--- src/rtl/prewish5k_pkg.sv ---
// Shared definitions for the prewish5k peripherals: handshake states, data width
// and the debounce defaults also used by the button debouncer.
package prewish5k_pkg;

    typedef enum logic [1:0] {
        HS_IDLE,
        HS_LATCH,
        HS_ACK
    } hs_state_t;

    localparam int PW5K_DATA_W          = 8;
    localparam int PW5K_SAMPLE_DIV_BITS = 14;
    localparam int PW5K_STABLE_SAMPLES  = 4;

endpackage

--- src/rtl/prewish5k_dip_debounce_core.sv ---
// Two-flop synchronizer, sample-tick divider and whole-vector debouncer.
// Optional change pulse output under PREWISH5K_DIPREAD_CHANGED_EN.
module prewish5k_dip_debounce_core
    import prewish5k_pkg::*;
#(
    parameter int WIDTH           = PW5K_DATA_W,
    parameter int SAMPLE_DIV_BITS = PW5K_SAMPLE_DIV_BITS,
    parameter int STABLE_SAMPLES  = PW5K_STABLE_SAMPLES
) (
    input  logic             clk,
    input  logic             rst,
    input  logic [WIDTH-1:0] raw,
`ifdef PREWISH5K_DIPREAD_CHANGED_EN
    output logic             changed,
`endif
    output logic [WIDTH-1:0] debounced
);

    localparam logic [3:0] STABLE_C = 4'(STABLE_SAMPLES);

    logic [WIDTH-1:0]           sync1;
    logic [WIDTH-1:0]           sync2;
    logic [WIDTH-1:0]           candidate;
    logic [3:0]                 count;
    logic [3:0]                 count_inc;
    logic [SAMPLE_DIV_BITS-1:0] div;
    logic                       tick;

    assign tick      = &div;
    assign count_inc = count + 4'd1;

    always_ff @(posedge clk) begin
        if (rst) begin
            sync1 <= '0;
            sync2 <= '0;
            div   <= '0;
        end else begin
            sync1 <= raw;
            sync2 <= sync1;
            div   <= div + SAMPLE_DIV_BITS'(1);
        end
    end

    always_ff @(posedge clk) begin
        if (rst) begin
            candidate <= '0;
            count     <= '0;
            debounced <= '0;
`ifdef PREWISH5K_DIPREAD_CHANGED_EN
            changed   <= 1'b0;
`endif
        end else begin
`ifdef PREWISH5K_DIPREAD_CHANGED_EN
            changed <= 1'b0;
`endif
            if (tick) begin
                if (sync2 != candidate) begin
                    candidate <= sync2;
                    count     <= 4'd1;
                end else if (count < STABLE_C) begin
                    count <= count_inc;
                    // Acceptance happens on the tick that completes the run.
                    if (count_inc == STABLE_C) begin
                        debounced <= candidate;
`ifdef PREWISH5K_DIPREAD_CHANGED_EN
                        changed   <= (candidate != debounced);
`endif
                    end
                end
            end
        end
    end

endmodule

--- src/rtl/prewish5k_dipreader.sv ---
// DIP switch responder: STB_I request -> one-cycle STB_O with masked debounced data.
// Optional o_changed port under PREWISH5K_DIPREAD_CHANGED_EN.
module prewish5k_dipreader
    import prewish5k_pkg::*;
#(
    parameter int SAMPLE_DIV_BITS = PW5K_SAMPLE_DIV_BITS,
    parameter int STABLE_SAMPLES  = PW5K_STABLE_SAMPLES,
    parameter int ALIVE_BITS      = 22
) (
    input  logic                   CLK_I,
    input  logic                   RST_I,
    input  logic                   STB_I,
    input  logic [PW5K_DATA_W-1:0] DAT_I,
    output logic                   STB_O,
    output logic [PW5K_DATA_W-1:0] DAT_O,
    input  logic [PW5K_DATA_W-1:0] i_switches,
`ifdef PREWISH5K_DIPREAD_CHANGED_EN
    output logic                   o_changed,
`endif
    output logic                   o_alive
);

    hs_state_t              state;
    hs_state_t              state_next;
    logic [PW5K_DATA_W-1:0] mask;
    logic [PW5K_DATA_W-1:0] debounced;
    logic [ALIVE_BITS-1:0]  alive_cnt;

    prewish5k_dip_debounce_core #(
        .WIDTH          (PW5K_DATA_W),
        .SAMPLE_DIV_BITS(SAMPLE_DIV_BITS),
        .STABLE_SAMPLES (STABLE_SAMPLES)
    ) u_core (
        .clk      (CLK_I),
        .rst      (RST_I),
        .raw      (i_switches),
`ifdef PREWISH5K_DIPREAD_CHANGED_EN
        .changed  (o_changed),
`endif
        .debounced(debounced)
    );

    always_ff @(posedge CLK_I) begin
        if (RST_I) state <= HS_IDLE;
        else       state <= state_next;
    end

    always_comb begin
        state_next = state;
        STB_O      = 1'b0;
        case (state)
            HS_IDLE:  if (STB_I) state_next = HS_LATCH;
            HS_LATCH: state_next = HS_ACK;
            HS_ACK: begin
                STB_O      = 1'b1;
                state_next = HS_IDLE;
            end
            default:  state_next = HS_IDLE;
        endcase
    end

    always_ff @(posedge CLK_I) begin
        if (RST_I) begin
            mask      <= '0;
            DAT_O     <= '0;
            alive_cnt <= '0;
        end else begin
            alive_cnt <= alive_cnt + ALIVE_BITS'(1);
            if (state == HS_IDLE && STB_I) mask <= DAT_I;
            if (state == HS_LATCH) DAT_O <= debounced & mask;
        end
    end

    assign o_alive = alive_cnt[ALIVE_BITS-1];

endmodule

--- config.mk ---
export PLATFORM = sky130hd
export DESIGN_NAME = prewish5k_dipreader
export DESIGN_NICKNAME = d
export VERILOG_FILES = /design/src/rtl/prewish5k_pkg.sv /design/src/rtl/prewish5k_dip_debounce_core.sv /design/src/rtl/prewish5k_dipreader.sv
export SDC_FILE = /design/constraint.sdc
export NUM_CORES = 1
export LEC_CHECK = 0
export CAP_MARGIN = 20
export CORE_AREA = 2 2 81 83
export DETAILED_ROUTE_END_ITERATION = 6
export DIE_AREA = 0 0 83 85
export GPL_TIMING_DRIVEN = 0
export PLACE_DENSITY = 0.81
export SETUP_SLACK_MARGIN = 0.15
export SLEW_MARGIN = 20
export SYNTH_ARGS = -nofsm -noshare
export SYNTH_HDL_FRONTEND = slang
export SYNTH_SLANG_ARGS = --single-unit
--- constraint.sdc ---
create_clock -name CLK_I -period 4.4 [get_ports CLK_I]
set_input_delay 0.44 -clock CLK_I [delete_from_list [all_inputs] [get_ports CLK_I]]
set_output_delay 0.44 -clock CLK_I [all_outputs]
set_load 0.01 [all_outputs]
==> reports/metrics.yaml <==
placed_design:
  dp_cells: 478
  dpl.hpwl_um: 4590
  routabilityCongestion: 0.790
  port_buffers: 27
timing:
  worstMarginPinSlew_ns: 0.740
  setup_violations: 0
  maxSlewViolCount: 0
  hold_violations: 0
  setup_tns_ns: 0
  fin_worst_skew_ns: 0.0166
  rsz0062_at_grt: "no"
  relSlewSlack: 0.503
  fin_crit_sh: 0.430
  max_freq_ghz: 0.529
  period_minus_slack_ns: 1.89
logic_synthesis:
  ys_ff_latch: 90
  synth-seq-area-share: 0.497
  synth_top_area_frac: 0.497
  syn_area_um2: 3630
  post-synth-top-count-cell: "dfxtp_1"
  yosysTopAreaCell: "dfxtp_1"
  synth-edff-count: 0
  syn-num-nets: 397
  avgSynthCellArea_um2: 9.70
  synth_common_cells: "dfxtp_1, nor2_1, nand2b_1"
  syn_inst: 374
  async_flop_share: 0
  synth_top_cells_by_area: "dfxtp_1, mux2i_1, xor2_1"
  synth_cell_type_count: 39
  ys.warnings.count: 0
  synth_ff_type: "dfxtp_1"
drt:
  first_pass_iters: 4
  routedWlPerCell_um: 13.3
  drc: 0
  drt_iter0_drc: 102
  drt_wl_total_um: 6550
  viasPerCell: 5.34
  ant_nets: 0
  vias: 2632
clocking:
  cts-hold-fix-buffers: 0
  post_cts_buffers: 0
  cts_buffer_depth: 2
  clk_latency_ns: 0.36
  clock_sinks: 90
  cts_resized: 0
  clk_pin_slew_ns: 0.08
  numCtsBuffers: 9
  clockRootBuffer: "clkbuf_8"
  cts_max_level: 3
  cts_tree: "done"
final_layout:
  final_cell_count_no_fill: 493
  nets: 435
  area_delta_synth_final_pct: 15.7
  antenna_cells: 0
  drive_gt1_frac: 0.0601
  fillers: 489
die:
  die_w_um: 83
  core_area_um2: 6200
  dieHeight_um: 85
  start_util: 0.585
  die_area_um2: 7060
  num_rows: 29
  io_pins: 29
worst_setup_path:
  cp_num_buf_inv: 1
  crit_start: "u_core.div[2]"
  r2r_end: "u_core.candidate[5]"
  rrSetupSlack_ns: 2.51
  start_kind: "flip-flop"
  slowest_stage: "nor4_4"
  cp.required_ns: 4.68
  critPathKind: "reg2reg"
  reg2reg_depth: 5
  path_max_fanout: 10
  crit_path_end: "u_core.candidate[5]"
  cp.depth: 5
  cp_top_family: "simple AND/OR/NAND/NOR gates"
  path_cells: "nand4_2 -> nor4_4 -> a21boi_2 -> buf_6 -> mux2i_1"
  arrival_ns: 2.17
  end_kind: "flip-flop"
  cpPeakStageDelay_ns: 0.54
  r2r-start: "u_core.div[2]"
power:
  ir_drop_v: 0.000223
  total_leakage_power_nw: 1.59
  p_per_area_nw_per_um2: 357
  p_total_w: 0.00150
status:
  status: "completed"
worst_hold_path:
  worstHoldPathType: "reg2reg"
global_route:
  track_usage: 0.196
  overflow: 0
  grt_pass1_wl_um: 11100
  first_global_vias: 2516
  antenna_found_initial: 0
  grt_max_degree: 14
flow_run:
  drv_cap: 0
[worst register-to-register path: stages (launching register included)]
cell      delay [ns]
dfxtp_1         0.44
nand4_2         0.19
nor4_4          0.54
a21boi_2        0.26
buf_6           0.18
mux2i_1         0.21
[registers in the layout, indices dropped and copies added, names as in the netlist]
register and flops:
u_core.count 4, u_core.debounced 8, DAT_O 8, state 2, alive_cnt 22, u_core.candidate 8, mask 8, u_core.sync2 8
u_core.div 14, u_core.sync1 8
[placed cells by master, fill, tap and decap left out, drive strengths merged, types with 2 or more instances in the layout]
cell,synthesis,routed
a21oi,15,15
and2,2,2
and3,6,6
and4,4,4
buf,6,6
clkbuf,12,25
clkdlybuf4s50,0,27
dfxtp,90,90
ha,4,4
inv,3,3
mux2i,24,24
nand2,16,16
nand2b,25,25
nand3,23,23
nand4,18,18
nor2,39,39
nor2b,22,22
nor3,3,3
nor4,8,8
o21ai,5,5
o31ai,2,2
or3,5,5
or4,2,2
xnor2,10,10
xor2,22,22
[where the power goes]
group / internal, W / switching, W
logic: 0.0000379 / 0.0000384
clock network: 0.000306 / 0.000273
registers: 0.000831 / 0.0000132
[metrics by stage]
step	area, um2	util	setup WS [ns]	hold slack (ns)
after global placement	3990	0.644	2.40	0.416
after detailed placement	3990	0.644	2.35	0.424
after CTS	4200	0.677	2.49	0.442
final	4200	0.677	2.51	0.439
after floorplan	3630	-	2.77	0.414
after global routing	4200	0.677	2.40	0.459
[layout make-up]
class                   count  area [um2]  area share
clock inverters             2        35.0     0.00835
multi-input cells         263        1740       0.414
inverters                   3        11.3     0.00268
clock buffers              13         169      0.0402
well taps                  77        96.3      0.0230
plain buffers              18        77.6      0.0185
repair buffers             27         270      0.0644
flip-flops and latches     90        1800       0.429
[worst min path at each step]
stage | from | end | cells past startpoint
floorplan | u_core.sync1[0] | u_core.sync2[0] | 1
global placement | u_core.sync1[4] | u_core.sync2[4] | 1
detailed placement | u_core.sync1[3] | u_core.sync2[3] | 1
CTS | u_core.sync1[3] | u_core.sync2[3] | 1
global route | u_core.sync1[2] | u_core.sync2[2] | 1
finish | u_core.sync1[3] | u_core.sync2[3] | 1
[layer usage]
layer / vias up / wire [um] / track usage
li1: 1352 / - / -
met1: 1219 / 3250 / 0.247
met2: 47 / 2890 / 0.309
met3: 14 / 222 / 0.0447
met4: 0 / 181 / 0.116
met5: - / 0 / 0
[cells by family (layout without fill, tap and decap cells)]
kind of cell               Yosys count  in the layout  synth area share
adders and majority gates            4              4            0.0138
and+or+nand+nor                    176            176             0.276
xor gates and xnor gates            32             32            0.0773
AOI/OAI and AO/OA                   26             26            0.0421
muxes                               25             25            0.0693
buffers and inverters               21             63            0.0245
DFF                                 90             90             0.497
Power figures use the tool's default switching activity.
